## src/rtl/udp_arb_pkg.sv

```systemverilog
// Shared definitions for the UDP transmit arbiter: FSM states, the default
// length width and the round-robin search used by rr_pick.
package udp_arb_pkg;
  localparam int LENW_DEF = 16;

  typedef enum logic [1:0] {S_IDLE, S_REQ, S_XFER} state_t;

  // Index of the first set bit of req[n-1:0], searching upward from ptr with
  // wrap modulo n; -1 when nothing is set. Works for n up to 8. Offsets are
  // scanned from high to low so the smallest offset is the last to land.
  function automatic int rr_first(input logic [7:0] req, input int ptr, input int n);
    int k;
    rr_first = -1;
    for (int off = 7; off >= 0; off--) begin
      if (off < n) begin
        k = (ptr + off) % n;
        if (req[k]) rr_first = k;
      end
    end
  endfunction
endpackage

```

## src/rtl/udp_tx_arbiter_rr_pick.sv

```systemverilog
// Combinational round-robin picker.
//   req : request vector
//   ptr : index that has highest priority this round
//   win : one-hot winner (zero when no request)
//   idx : binary index of the winner
//   vld : at least one request present
module rr_pick
  import udp_arb_pkg::*;
#(
  parameter int NREQ = 4,
  parameter int PW   = $clog2(NREQ)
) (
  input  logic [NREQ-1:0] req,
  input  logic [PW-1:0]   ptr,
  output logic [NREQ-1:0] win,
  output logic [PW-1:0]   idx,
  output logic            vld
);
  always_comb begin
    int k;
    k   = rr_first(8'(req), int'(ptr), NREQ);
    vld = (k >= 0);
    win = '0;
    idx = '0;
    for (int i = 0; i < NREQ; i++) begin
      if (k == i) begin
        win[i] = 1'b1;
        idx    = PW'(i);
      end
    end
  end
endmodule

```

## src/rtl/udp_tx_arbiter.sv

```systemverilog
// Round-robin arbiter sharing one UDP tx link among NREQ port handlers,
// one frame at a time, with a watchdog that aborts stalled frames.
//   clk/reset            : tx clock, synchronous active-high reset
//   req/req_len/req_port : per-requester frame request, length, source port
//   req_data             : per-requester byte, valid the cycle after rd
//   rd/done/grant        : byte strobe, completion pulse, one-hot owner
//   link_*               : shared tx link handshake and byte path
//   err                  : pulse on watchdog abort
//   frame_cnt            : completed frames (wraps)
module udp_tx_arbiter
  import udp_arb_pkg::*;
#(
  parameter int NREQ    = 4,
  parameter int LENW    = LENW_DEF,
  parameter int TIMEOUT = 65535
) (
  input  logic                 clk,
  input  logic                 reset,
  input  logic [NREQ-1:0]      req,
  input  logic [NREQ*LENW-1:0] req_len,
  input  logic [NREQ*16-1:0]   req_port,
  input  logic [NREQ*8-1:0]    req_data,
  output logic [NREQ-1:0]      rd,
  output logic [NREQ-1:0]      done,
  output logic [NREQ-1:0]      grant,
  output logic                 link_req,
  output logic [LENW-1:0]      link_len,
  output logic [15:0]          link_port,
  input  logic                 link_start,
  input  logic                 link_rd,
  output logic [7:0]           link_data,
  input  logic                 link_done,
  output logic                 err,
  output logic [31:0]          frame_cnt
);
  localparam int PW = $clog2(NREQ);

  state_t          state, state_nx;
  logic [PW-1:0]   ptr, gidx, pick_idx;
  logic [NREQ-1:0] pick_win;
  logic            pick_vld;
  logic [31:0]     wd;
  logic            wd_hit, take, fin, abort, zdone;
  logic [LENW-1:0] sel_len;
  logic [15:0]     sel_port;

  rr_pick #(.NREQ(NREQ), .PW(PW)) u_pick (
    .req (req),
    .ptr (ptr),
    .win (pick_win),
    .idx (pick_idx),
    .vld (pick_vld)
  );

  always_comb begin
    sel_len  = '0;
    sel_port = '0;
    for (int i = 0; i < NREQ; i++) begin
      if (pick_win[i]) begin
        sel_len  = req_len[i*LENW +: LENW];
        sel_port = req_port[i*16 +: 16];
      end
    end
  end

  // Watchdog fires on the cycle the count would reach TIMEOUT, so err is
  // visible exactly TIMEOUT cycles after state entry / last link_rd.
  assign wd_hit = (TIMEOUT != 0) && (wd == 32'(TIMEOUT - 1));

  always_comb begin
    state_nx = state;
    take     = 1'b0;
    fin      = 1'b0;
    abort    = 1'b0;
    zdone    = 1'b0;
    case (state)
      S_IDLE: if (pick_vld) begin
        take     = 1'b1;
        state_nx = S_REQ;
      end
      S_REQ: begin
        if (link_len == '0) begin
          zdone    = 1'b1;
          state_nx = S_IDLE;
        end else if (link_start && link_done) begin
          // start and done together: the frame is complete
          fin      = 1'b1;
          state_nx = S_IDLE;
        end else if (link_start) begin
          state_nx = S_XFER;
        end else if (wd_hit) begin
          abort    = 1'b1;
          state_nx = S_IDLE;
        end
      end
      S_XFER: begin
        if (link_done) begin
          fin      = 1'b1;
          state_nx = S_IDLE;
        end else if (wd_hit && !link_rd) begin
          abort    = 1'b1;
          state_nx = S_IDLE;
        end
      end
      default: state_nx = S_IDLE;
    endcase
  end

  always_ff @(posedge clk) begin
    if (reset) begin
      state     <= S_IDLE;
      ptr       <= '0;
      gidx      <= '0;
      grant     <= '0;
      link_len  <= '0;
      link_port <= '0;
      done      <= '0;
      err       <= 1'b0;
      frame_cnt <= '0;
      wd        <= '0;
    end else begin
      state <= state_nx;
      done  <= '0;
      err   <= 1'b0;
      if (state_nx != state || state == S_IDLE || link_rd) wd <= '0;
      else                                                 wd <= wd + 32'd1;
      if (take) begin
        grant     <= pick_win;
        gidx      <= pick_idx;
        link_len  <= sel_len;
        link_port <= sel_port;
      end
      if (fin || abort || zdone) begin
        done  <= grant;
        grant <= '0;
        ptr   <= (gidx == PW'(NREQ - 1)) ? '0 : gidx + 1'b1;
      end
      if (fin)   frame_cnt <= frame_cnt + 32'd1;
      if (abort) err       <= 1'b1;
    end
  end

  assign link_req = (state == S_REQ) && (link_len != '0);
  assign rd       = (state == S_XFER) ? (grant & {NREQ{link_rd}}) : '0;

  always_comb begin
    link_data = '0;
    for (int i = 0; i < NREQ; i++)
      if (grant[i]) link_data = link_data | req_data[i*8 +: 8];
  end
endmodule

```

## config.mk

```make
export PLATFORM = sky130hd
export DESIGN_NAME = udp_tx_arbiter
export DESIGN_NICKNAME = d
export VERILOG_FILES = /design/src/rtl/udp_arb_pkg.sv /design/src/rtl/udp_tx_arbiter_rr_pick.sv /design/src/rtl/udp_tx_arbiter.sv
export SDC_FILE = /design/constraint.sdc
export NUM_CORES = 1
export LEC_CHECK = 0
export ABC_CLOCK_PERIOD_IN_PS = 2560
export CORE_MARGIN = 1.5
export CORE_UTILIZATION = 44
export CTS_CLUSTER_SIZE = 16
export DETAILED_ROUTE_END_ITERATION = 10
export PLACE_DENSITY = 0.82
export REMOVE_ABC_BUFFERS = 1
export SLEW_MARGIN = 25
export SYNTH_ARGS = -nofsm -noshare
export SYNTH_HDL_FRONTEND = slang
export SYNTH_SLANG_ARGS = --single-unit
```

## constraint.sdc

```tcl
create_clock -name clk -period 2.56 [get_ports clk]
set_input_delay 0.512 -clock clk [delete_from_list [all_inputs] [get_ports clk]]
set_output_delay 0.512 -clock clk [all_outputs]
set_load 0.01 [all_outputs]
```

== After elaboration in Yosys (flattened, before gate mapping) ==
Cells that the tools add are included.

* Add/subtract/negate cells: 6
* Multiply operators: 0
* Divide/modulo/power cells: 0
* Order comparisons: 5
* Eq/ne operators: 8
* Shifts and indexed selects: 0
* Multiplexer cells: 60
* Bitwise operators: 8
* Reductions and logical operators: 18

{| class="wikitable"
|+ Operators by type and width
! kind !! number
|-
| 16-bit two-way mux || 8
|-
| 32-bit two-way mux || 4
|-
| 32-bit by 1-bit adder with 32-bit output (second input constant) || 2
|-
| 32-bit by 3-bit equality test with 1-bit output (second input constant) || 2
|-
| 32-bit by 16-bit equality test with 1-bit output (second input constant) || 1
|-
| 32-bit by 2-bit equality test with 1-bit output (second input constant) || 1
|-
| 32-bit by 1-bit >= comparator with 1-bit output (second input constant) || 1
|-
| 32-bit logical NOT || 1
|-
| 8-bit two-way mux || 4
|-
| 1-bit two-way mux || 26
|-
| 8-bit OR || 3
|-
| 2-bit two-way mux || 10
|-
| 16-bit logical NOT || 1
|-
| 16-bit nonzero test || 1
|-
| 3-bit by 5-bit less-than comparator with 1-bit output (second input constant) || 3
|-
| 2-bit OR reduction || 6
|-
| 1-bit binary-select mux with 3-bit select || 3
|-
| 2-bit one-hot mux with 3 select lines || 1
|-
| 2-bit by 1-bit adder with 2-bit output (second input constant) || 2
|-
| 2-bit adder (second input constant) || 2
|-
| 4-bit bitwise AND || 1
|-
| 2-bit equality test (second input constant) || 2
|-
| 1-bit logical OR || 4
|-
| 2-bit by 4-bit less-than comparator with 1-bit output (second input constant) || 1
|-
| 10 further kinds || 15
|}

* Flip-flop bits (word level): 111
* Bits in latches: 0
* Bits in writable memories: 0
* ROM bits: 0
* Bits of input ports: 169
* Output and inout port bits: 86
* Logic and storage cells: 115
* Memories kept: 0

== Longest topological paths before layout ==
* Depth in word-level cells: 17
* Gate-level depth with buffers: 10
* Mapped depth without buffers: 8

== By module ==
From an unflattened synthesis, not the netlist that was laid out.

* Cells, all modules: 756
* Area, all modules: 6228.5 um^2

{| class="wikitable"
|+ Modules (own cells, without submodules)
! module !! times used !! cells an instance !! area an instance (um^2) !! sequential area each (um^2)
|-
| udp_tx_arbiter || 1 || 730 || 6053.3 || 2222.1
|-
| rr_pick || 1 || 26 || 175.2 || 0.0
|}

== Worst setup path after synthesis ==
OpenSTA, ideal clock, no wires.

* Kind: reg2reg
* From: reg state[1]
* To: reg frame_cnt[29]
* Library setup time: 71 ps
* Arrival time: 2019 ps
* Required time: 2489 ps
* Slack: 470 ps
* Cell stages (with the launch flop): 9
* Path buffers: 0
* Clock period less this slack: 2090 ps
* Path through: dfxtp_1 -> inv_1 -> ha_1 -> nand2_1 -> nor3_2 -> a32oi_1 -> or3_1 -> or3_1 -> a21oi_1

* Cells in the longest elaborated chain, start to end: 2
* Elaborated cells on any way between the ends: 3
* Those cells by class: eq/ne: 2; mux: 1

{| class="wikitable"
|+ RTL lines
! what !! RTL line !! RTL
|-
| from (decl) || udp_tx_arbiter.sv:38 || <nowiki>state_t state, state_nx;</nowiki>
|-
| from (signal assigned) || udp_tx_arbiter.sv:122 || <nowiki>state <= state_nx;</nowiki>
|-
| 2-bit equality test / 2-bit by 1-bit equality test with 1-bit output (equally long branches) || udp_tx_arbiter.sv:76 || <nowiki>case (state)</nowiki>
|-
| 1-bit one-hot mux with 2 select lines * || udp_tx_arbiter.sv:76 ||
|-
| to (signal assigned) || udp_tx_arbiter.sv:138 || <nowiki>if (fin) frame_cnt <= frame_cnt + 32'd1;</nowiki>
|-
| to (decl) || udp_tx_arbiter.sv:34 || <nowiki>output logic [31:0] frame_cnt</nowiki>
|}

Every way passes the cells marked *; elsewhere a longest branch is shown, timed or not.
A chain may end at the register's enable or synchronous reset.

== Worst setup path in the final report ==
* From: reg state[0]
* To: out rd[3]

* Cells in the longest elaborated chain, start to end: 2

{| class="wikitable"
|+ RTL lines
! what !! RTL line !! RTL
|-
| 2-bit equality test || udp_tx_arbiter.sv:144 || <nowiki>assign rd = (state == S_XFER) ? (grant & {NREQ{link_rd}}) : '0;</nowiki>
|-
| 4-bit two-way mux || udp_tx_arbiter.sv:144 ||
|-
| to (decl) || udp_tx_arbiter.sv:23 || <nowiki>output logic [NREQ-1:0] rd,</nowiki>
|}

Every way passes these cells.

==> impl_summary.log <==
[metrics] outcome: finished, final reports clean
[metrics] Clock Pin Slew Worst Setup and Hold Paths: 0.08 ns
[metrics] top cells by area, synth: dfxtp_1 (36%), nor2_1 (6.0%), xor2_1 (5.9%)
[metrics] share of the synthesized area in the top cell type: 36.34%
[metrics] number of instances in the synthesized netlist: 739
[metrics] TritonCTS clock tree: done
[metrics] worst-case setup margin in the final layout: 0.1074 ns
[metrics] Setup Slack @ Placement: -0.02769 ns
[metrics] Detail Placement HPWL: 14.91 mm
[metrics] critical path capture point: rd[3]
[metrics] Static Leak: 3.431 nW
[metrics] clock latency on the worst-skew pair: 0.36 ns
[metrics] setup clock skew after layout: 0.01042 ns
[metrics] number of hold buffers added after cts: 0
[metrics] commonest non-fill, non-tap cell in the layout: clkdlybuf4s50_1
[metrics] worst r2r src: link_len[14]
[metrics] slew at the pin with the worst max-slew slack: 0.7891 ns
[metrics] area growth from synthesis to final layout: 52.20%
[metrics] sort of element at the start of the critical path: flip-flop
[metrics] worst hold slack after final layout: 0.4990 ns
[metrics] height of the die: 120.9 µm
[metrics] wire length of the first global-routing pass: 32.30 mm
[metrics] aggregate negative setup slack: 0 ns
[metrics] # H-tree levels: 3
[metrics] number of synthesized flops with an enable pin: 0
[metrics] final hold violation count: 0
[metrics] slack of the worst reg-to-reg path: 0.20 ns
[metrics] Hold WC Path Type: flip-flop to flip-flop
[metrics] number of vias after detailed routing: 6654
[metrics] sink count of the clock tree: 111
[metrics] launch point of the worst path: state[0]
[metrics] register bit count reported by yosys: 111
[metrics] period utilization: 95.80%
[metrics] WS Path Type: flip-flop to output port
[metrics] critical path cell sequence: inv_1 -> ha_1 -> buf_4 -> and3_1 -> clkdlybuf4s50_1
[metrics] Routed WL: 20.51 mm
[metrics] maximum number of pins on one net before global-route repair: 74
[metrics] Inserted Diodes: 0
[metrics] P per Cell Area: 491.3 mW/mm²
[metrics] cell type with the highest aggregate area in the netlist: dfxtp_1
[metrics] RSZ-0062 raised after global routing: false
[metrics] Worst Min Path Start: link_port[15]
[metrics] Detailed Routing Iterations Pass 1: 7
[metrics] NumNets Final: 1157
[metrics] Worst Path Arrival: 1.94 ns
[metrics] total design power: 4.572 mW
[metrics] post-synth design cell area: 0.006115 mm²
[metrics] Initial Util: 45.63%
[metrics] pins over their slew limit: 0
[metrics] cells on worst reg2reg path: 8
[metrics] # IOs: 255
[metrics] via-per-instance ratio: 5.731
[metrics] critical path data required time: 2.05 ns
[metrics] warnings from Yosys: 0
[metrics] max frequency: 0.4077 GHz
[metrics] remaining antenna violation count: 0
[metrics] drt drc: 0
[metrics] fraction of layout cells with a size suffix above 1: 7.716%
[metrics] maxcap violations: 0
[metrics] placeable core region: 0.01340 mm²
[metrics] number of antenna violations at the first check in global routing: 0
[metrics] kind of capture point of the worst setup path: output port
[metrics] horizontal extent of the die: 120.9 µm
[metrics] Max rail drop VDD: 0.0004025 V
[metrics] final period demand of the worst path: 2.453 ns
[metrics] final setup violation count: 0
[metrics] Worst path max stage delay: 0.53 ns
[metrics] average cell area after synthesis: 8.274 µm²
[metrics] share of synthesized area occupied by flip-flops and latches: 36.34%
[metrics] total congestion overflow after global routing: 0
[metrics] library cells used by synthesis: 62
[metrics] row count: 42
[metrics] Max FO, Critical Path: 7
[metrics] Fill cells: 1064
[metrics] number of design-rule violations left by the first detailed-router iteration: 506
[metrics] asr flop ratio synth: 0%
[metrics] top flip-flop cell by instance count after synthesis: dfxtp_1
[metrics] number of CTS-inserted buffers: 9
[metrics] worst-path cell with the longest stage delay: clkdlybuf4s50_1
[metrics] top library cells by usage in the layout, fill and taps aside: clkdlybuf4s50_1 (252), dfxtp_1 (111), nor2_1 (96)
[metrics] overall track demand over capacity in global routing: 27.76%
[metrics] end of the worst register-to-register path: wd[21]
[metrics] port buffer count: 254
[metrics] die outline area: 0.01461 mm²
[metrics] cell at the root of the clock tree: clkbuf_16
[metrics] Final GP Congestion: 0.8936
[metrics] average routed wire per standard cell: 17.67 µm
[metrics] CTS max path bufs: 2
[metrics] via count of the first global-routing pass: 6168
[metrics] max_slew headroom: 47.40%
report_power, final:
group / internal [mW] / total, mW / switching, mW / leakage, nW
Clock: 0.871 / 1.56 / 0.688 / 0.154
Sequential: 1.81 / 1.89 / 0.0732 / 0.903
Combinational: 0.634 / 1.13 / 0.495 / 2.37
Total: 3.32 / 4.57 / 1.26 / 3.43
flip-flops by register name (all words and copies together), names as in the netlist:
register and flops:
link_len 16, link_port 16, ptr 2, grant 4, err 1, wd 32, done 4, gidx 2
frame_cnt 32, state 2
worst min-delay path by stage:
stage                          endpoint  slack, ns  depth (start not counted)
after floorplan                   wd[0]       0.45                          1
after global placement            wd[0]       0.47                          1
after detailed placement          wd[0]       0.48                          1
after CTS                         wd[0]       0.50                          1
after global routing      link_port[12]       0.52                          2
final                     link_port[15]       0.50                          2
metrics by stage:
stage          area, µm²  util, %  std cells
2_1_floorplan       5872        -        688
3_3_place_gp        8979    67.00       1145
3_5_place_dp        8979    67.00       1145
4_1_cts             9306    69.45       1161
5_1_grt             9306    69.45       1161
6_report            9306    69.45       1161
cells in the mapped netlist, types with 13 or more instances:
| cell type | n |
|---|---|
| a211oi_1 | 33 |
| a21o_1 | 33 |
| a21oi_1 | 13 |
| a221oi_1 | 32 |
| a22oi_1 | 17 |
| and3_1 | 15 |
| clkbuf_1 | 35 |
| dfxtp_1 | 111 |
| nand2_1 | 40 |
| nand3_1 | 56 |
| nand4_1 | 27 |
| nor2_1 | 97 |
| nor2_2 | 13 |
| o21ai_0 | 41 |
| xnor2_1 | 14 |
| xor2_1 | 41 |
layout make-up:
cell class / instances / area (µm²) / share of cell area [%]
clock buffer: 9 / 225.2 / 2.420
clock inverter: 7 / 103.9 / 1.116
inverter: 9 / 33.78 / 0.3630
multi-input combinational: 568 / 3625 / 38.95
sequential: 111 / 2222 / 23.88
tap: 176 / 220.2 / 2.366
timing repair buffer: 281 / 2877 / 30.91
logic make-up after synthesis:
family	synth area share, %
adder cells (fa/ha/maj)	1.637
AND/OR/NAND/NOR	26.40
XOR/XNOR	7.878
multiplexers	0.1637
AO/OA/AOI/OAI	23.06
flip-flops	36.34
buffers and inverters	4.522
critical path, delay by kind of cell (launching register included):
family / cells / cell delay [ns]
buffers and inverters: 3 / 0.81
adders and majority gates: 1 / 0.22
DFF: 1 / 0.40
and+or+nand+nor: 1 / 0.16
per-layer routing:
metal  vias to the layer above  part of all wire (%)  track usage (%)
met3                        47                   6.8            6.579
li1                       3204                     -                -
met2                       252                    48            47.37
met4                         0                   3.2            10.59
met5                         -                     0                0
met1                      3151                    42            33.85
repair_timing:
item	4_1_cts	5_1_grt
buffers inserted	0	0
endpoints found under the hold margin	0	0
endpoints found under the setup margin	1	0
resized for setup	1	0
(Power assumes the default switching activity.)
